<file path="src/rtl/ram_arbiter.sv">
// Two-requester round-robin arbiter that serialises word-wide read/write
// transactions into byte beats on a single-port, byte-wide RAM.
module ram_arbiter #(
  parameter  int ADDR_WIDTH = 16,
  parameter  int DATA_WIDTH = 8,
  parameter  int WORD_BYTES = 4,
  localparam int W          = WORD_BYTES * DATA_WIDTH
) (
  input  logic                  i_clk,
  input  logic                  i_rst_n,
  // Handshake: a request is accepted in the cycle where valid && ready are
  // both 1; inputs only need to be stable in that cycle. Responses are a
  // single-cycle valid pulse with no backpressure.
  input  logic                  i_req0_valid,
  output logic                  o_req0_ready,
  input  logic                  i_req0_we,
  input  logic [ADDR_WIDTH-1:0] i_req0_addr,
  input  logic [W-1:0]          i_req0_wdata,
  input  logic [WORD_BYTES-1:0] i_req0_be,
  output logic                  o_rsp0_valid,
  output logic [W-1:0]          o_rsp0_rdata,
  input  logic                  i_req1_valid,
  output logic                  o_req1_ready,
  input  logic                  i_req1_we,
  input  logic [ADDR_WIDTH-1:0] i_req1_addr,
  input  logic [W-1:0]          i_req1_wdata,
  input  logic [WORD_BYTES-1:0] i_req1_be,
  output logic                  o_rsp1_valid,
  output logic [W-1:0]          o_rsp1_rdata,
  output logic                  o_ram_we,
  output logic [ADDR_WIDTH-1:0] o_ram_addr,
  output logic [DATA_WIDTH-1:0] o_ram_wdata,
  input  logic [DATA_WIDTH-1:0] i_ram_rdata,
  output logic [1:0]            o_state
);

  localparam int BW = (WORD_BYTES > 1) ? $clog2(WORD_BYTES) : 1;
  localparam logic [BW-1:0] LAST_BEAT = BW'(WORD_BYTES - 1);

  localparam logic [1:0] ST_IDLE = 2'd0;
  localparam logic [1:0] ST_BEAT = 2'd1;
  localparam logic [1:0] ST_RESP = 2'd2;

  logic [1:0]            state;
  logic [BW-1:0]         beat;
  logic                  owner;
  logic                  last_grant;
  logic                  we_q;
  logic [ADDR_WIDTH-1:0] addr_q;
  logic [W-1:0]          wdata_q;
  logic [WORD_BYTES-1:0] be_q;
  logic [W-1:0]          rdata_q;

  logic sel0, sel1, in_idle, in_beat, in_resp;

  assign in_idle = (state == ST_IDLE);
  assign in_beat = (state == ST_BEAT);
  assign in_resp = (state == ST_RESP);

  // On a tie the requester that did not win last time is chosen.
  assign sel0 = i_req0_valid && (!i_req1_valid || last_grant);
  assign sel1 = i_req1_valid && (!i_req0_valid || !last_grant);

  assign o_req0_ready = in_idle && sel0;
  assign o_req1_ready = in_idle && sel1;

  always_ff @(posedge i_clk or negedge i_rst_n) begin
    if (!i_rst_n) begin
      state      <= ST_IDLE;
      beat       <= '0;
      owner      <= 1'b0;
      last_grant <= 1'b1;
      we_q       <= 1'b0;
      addr_q     <= '0;
      wdata_q    <= '0;
      be_q       <= '0;
      rdata_q    <= '0;
    end else begin
      case (state)
        ST_IDLE: begin
          if (o_req0_ready || o_req1_ready) begin
            owner      <= o_req1_ready;
            last_grant <= o_req1_ready;
            we_q       <= o_req1_ready ? i_req1_we    : i_req0_we;
            addr_q     <= o_req1_ready ? i_req1_addr  : i_req0_addr;
            wdata_q    <= o_req1_ready ? i_req1_wdata : i_req0_wdata;
            be_q       <= o_req1_ready ? i_req1_be    : i_req0_be;
            rdata_q    <= '0;
            beat       <= '0;
            state      <= ST_BEAT;
          end
        end
        ST_BEAT: begin
          // Writes leave rdata_q cleared so their response word is zero.
          if (!we_q) rdata_q[beat*DATA_WIDTH +: DATA_WIDTH] <= i_ram_rdata;
          if (beat == LAST_BEAT) begin
            beat  <= '0;
            state <= ST_RESP;
          end else begin
            beat <= beat + 1'b1;
          end
        end
        ST_RESP: state <= ST_IDLE;
        default: state <= ST_IDLE;
      endcase
    end
  end

  assign o_ram_we    = in_beat && we_q && be_q[beat];
  assign o_ram_addr  = in_beat ? (addr_q + ADDR_WIDTH'(beat)) : '0;
  assign o_ram_wdata = in_beat ? wdata_q[beat*DATA_WIDTH +: DATA_WIDTH] : '0;

  assign o_rsp0_valid = in_resp && !owner;
  assign o_rsp1_valid = in_resp &&  owner;
  assign o_rsp0_rdata = o_rsp0_valid ? rdata_q : '0;
  assign o_rsp1_rdata = o_rsp1_valid ? rdata_q : '0;

  assign o_state = state;

endmodule
</file>
<file path="config.mk">
export PLATFORM = sky130hd
export DESIGN_NAME = ram_arbiter
export DESIGN_NICKNAME = d
export VERILOG_FILES = /design/src/rtl/ram_arbiter.sv
export SDC_FILE = /design/constraint.sdc
export NUM_CORES = 1
export LEC_CHECK = 0
export ABC_AREA = 0
export BUFFER_PORTS_ARGS = -buffer_cell sky130_fd_sc_hd__buf_2
export CORE_MARGIN = 5
export CORE_UTILIZATION = 40
export DETAILED_ROUTE_END_ITERATION = 10
export PLACE_DENSITY = 0.73
export SLEW_MARGIN = 20
export SYNTH_ARGS = -nofsm -noshare
export SYNTH_HDL_FRONTEND = slang
export SYNTH_SLANG_ARGS = --single-unit
</file>
<file path="constraint.sdc">
create_clock -name i_clk -period 1.8 [get_ports i_clk]
set_input_delay 0.36 -clock i_clk [delete_from_list [all_inputs] [get_ports i_clk]]
set_output_delay 0.36 -clock i_clk [all_outputs]
set_load 0.02 [all_outputs]
</file>
==> results.sh <==
export IMPL_numClockSinks=91
export IMPL_drv_cap=0
export IMPL_antenna_found_initial=0
export IMPL_routed_wl_um=20430
export IMPL_combinationalPowerShare=0.601
export IMPL_synth_cell_types=45
export IMPL_port_buffers=212
export IMPL_num_io_pins=213
export IMPL_gr_total_overflow=0
export IMPL_clkPwrFrac=0.145
export IMPL_synth_top_area_cell="dfrtp_1"
export IMPL_p_total_w=0.01322
export IMPL_dieArea_um2=15540
export IMPL_n_antenna_cell=0
export IMPL_synthCells=536
export IMPL_timing_hold_ws_ps=2.691
export IMPL_initial_core_util=0.4118
export IMPL_p_seq_frac=0.255
export IMPL_synth_area_per_cell_um2=9.814
export IMPL_use_met3=0.05146
export IMPL_top_usage_layer="met2"
export IMPL_slowest_delay_ps=460
export IMPL_postRouteAntennaNets=0
export IMPL_cts_buffers=9
export IMPL_hold_viol=0
export IMPL_drtIter0Drc=396
export IMPL_slowest_stage="fa_2"
export IMPL_dpl_hpwl_um=11200
export IMPL_worstPathArrival_ps=1910
export IMPL_tightest_slew_ps=542.4
export IMPL_skew_ps=6.045
export IMPL_area_growth_pct=69.20
export IMPL_p_leak_nw=4.439
export IMPL_htree_levels=3
export IMPL_design_area_um2=8900
export IMPL_grtUsageMet2=0.4151
export IMPL_place_area_um2=6740
export IMPL_coreArea_um2=12770
export IMPL_netlist_area_leader_share=0.4282
export IMPL_drive_gt1_frac=0.5946
export IMPL_syn_nets=662
export IMPL_clk_latency_ps=330
export IMPL_status="finished with violations"
export IMPL_nets=936
export IMPL_crit_path_start_kind="flop"
export IMPL_num_vias=5228
export IMPL_cts_root_buf="clkbuf_16"
export IMPL_yosysWarningCount=0
export IMPL_synth_ff_type="dfrtp_1"
export IMPL_path_delay_family="adder cells"
export IMPL_die_y_um=124.7
export IMPL_ys_ff_latch=91
export IMPL_setup_violations=150
export IMPL_rows=41
export IMPL_power_switching_share=0.3988
export IMPL_rsz0062_at_grt="yes"
export IMPL_syn_area_um2=5260
export IMPL_synth_edf_count=0
export IMPL_path_class="flop to output pin"
export IMPL_failed_checks="setup timing"
export IMPL_tritoncts="done"
export IMPL_peakVddDrop_v=0.001144
export IMPL_cts_buffer_depth=2
export IMPL_yosysSeqAreaShare=0.4332
export IMPL_fp_dieW_um=124.7
export IMPL_gp_congestion=0.8765
export IMPL_grt_usage=0.2356
export IMPL_ys_async_sr_fraction=1.000
export IMPL_detail_route_wl_per_cell_um=20.72
export IMPL_hold_class="primary input to async pin"
export IMPL_first_global_vias=5530
export IMPL_cp_end_kind="output pin"
export IMPL_p_switching_w=0.005273
export IMPL_drc=0
export IMPL_fin_crit_sh=1.259
export IMPL_setup_ws_ps=-465.4
export IMPL_fmax_mhz=441.4
export IMPL_yosys_top_cells_area="dfrtp_1 (43%), mux2i_1 (10%), and2_1 (8.9%)"
export IMPL_p_int_w=0.007948
export IMPL_p_per_area_nw_per_um2=1486
export IMPL_cp_max_fo=6
export IMPL_slew_violations=0
export IMPL_path_cells="buf_6 > fa_2 > buf_6 > xnor2_4 > nor2_2 > buf_6"
export IMPL_grt_pass1_wl_um=29590
export IMPL_cp_buffers_inverters=3
export IMPL_path_clk_slew_ps=60
export IMPL_required_ps=1440
export IMPL_grt_max_degree=110
export IMPL_viasPerCell=5.302
export IMPL_period_minus_slack_ps=2265
export IMPL_relSlewSlack=0.6384
export IMPL_drtPass1Iterations=4
export IMPL_crit_path_frequent_cell="buf_6"
export IMPL_grt_util_met1=0.2745
state kept, by name, indices dropped and copies added (netlist names):
name        cells
o_state         2
we_q            1
owner           1
rdata_q        32
addr_q         16
be_q            4
beat            2
wdata_q        32
last_grant      1
final timing paths:
check,end,cells after the start,start,slack [ps]
setup / recovery,o_ram_addr[2],6,beat[1],-470
hold / removal,rdata_q[28],1,i_rst_n,3
setup reg to reg,rdata_q[9],10,beat[0],-210
hold reg to reg,wdata_q[16],2,wdata_q[16],480
max in group asynchronous,rdata_q[10],2,i_rst_n,1220
min in group i_clk,addr_q[11],3,i_req1_addr[11],290
through the flow:
step / worst slack [ps] / util / instances / setup TNS (ps)
6_report: -465.4 / 0.6967 / 986 / -32170
5_1_grt: -556.5 / 0.6967 / 986 / -42910
4_1_cts: -467.4 / 0.6662 / 972 / -33780
3_5_place_dp: -206.3 / 0.5277 / 916 / -6649
3_3_place_gp: -191.8 / 0.5277 / 916 / -3496
2_1_floorplan: -93.63 / - / 536 / -359.2
repair_timing:
action	in CTS	in global routing
gates cloned	10	10
pin swaps	59	51
hold buffers	0	0
setup endpoints to repair	125	152
setup buffers	31	16
resized for setup	294	131
logic make-up after synthesis:
| group | synth area share |
|---|---|
| compound gates | 0.1147 |
| xor+xnor | 0.01832 |
| fa+ha+maj | 0.02046 |
| buf+inv | 0.05090 |
| flops | 0.4332 |
| mux | 0.1413 |
| simple gates | 0.2212 |
cell usage in the layout, fill, tap and decap left out, types with 14 or more instances in the layout:
cell / synthesis / layout
nand3_2: 1 / 14
buf_4: 2 / 40
nand2_1: 78 / 71
and2_4: 0 / 74
o21ai_1: 11 / 45
buf_6: 9 / 107
o21ai_0: 61 / 19
buf_2: 7 / 120
mux2i_1: 54 / 47
buf_12: 0 / 18
a22o_1: 16 / 16
dfrtp_1: 90 / 87
metal layers:
| metal | share of wire | wire (µm) |
|---|---|---|
| met2 | 0.52 | 10570 |
| met1 | 0.38 | 7853 |
| met3 | 0.066 | 1349 |
| met4 | 0.032 | 652 |
| met5 | 0 | 0 |
cell type report:
| class | instances | area (µm²) |
|---|---|---|
| clock buffers | 10 | 239.0 |
| inverters | 13 | 65.06 |
| well taps | 172 | 215.2 |
| flip-flops and latches | 91 | 2282 |
| clock inverters | 5 | 63.81 |
| fillers | 932 | 3874 |
| repair buffers | 298 | 2734 |
| multi-input cells | 397 | 3301 |
power by group through the flow:
stage	registers (W)	logic, W	clock network (W)
CTS	0.00334	0.00671	0.00194
global placement	0.00328	0.00504	0
global route	0.00344	0.00851	0.00203
floorplan	0.00324	0.00360	0
detailed placement	0.00335	0.00520	0
finish	0.00336	0.00794	0.00191
Yosys cell counts, drive strengths merged, types with 2 or more instances:
cell / number
a21o: 4
mux2i: 54
nand3b: 4
inv: 13
nand2b: 2
mux4: 9
buf: 18
a22o: 16
nand4: 4
nand2: 79
and4: 3
a21oi: 4
nor3b: 2
ha: 7
dfrtp: 90
clkbuf: 18
nand3: 20
nor2: 16
and2: 75
and3: 2
o21ai: 73
xor2: 10
Note: power is estimated with default switching activity, not from simulation.
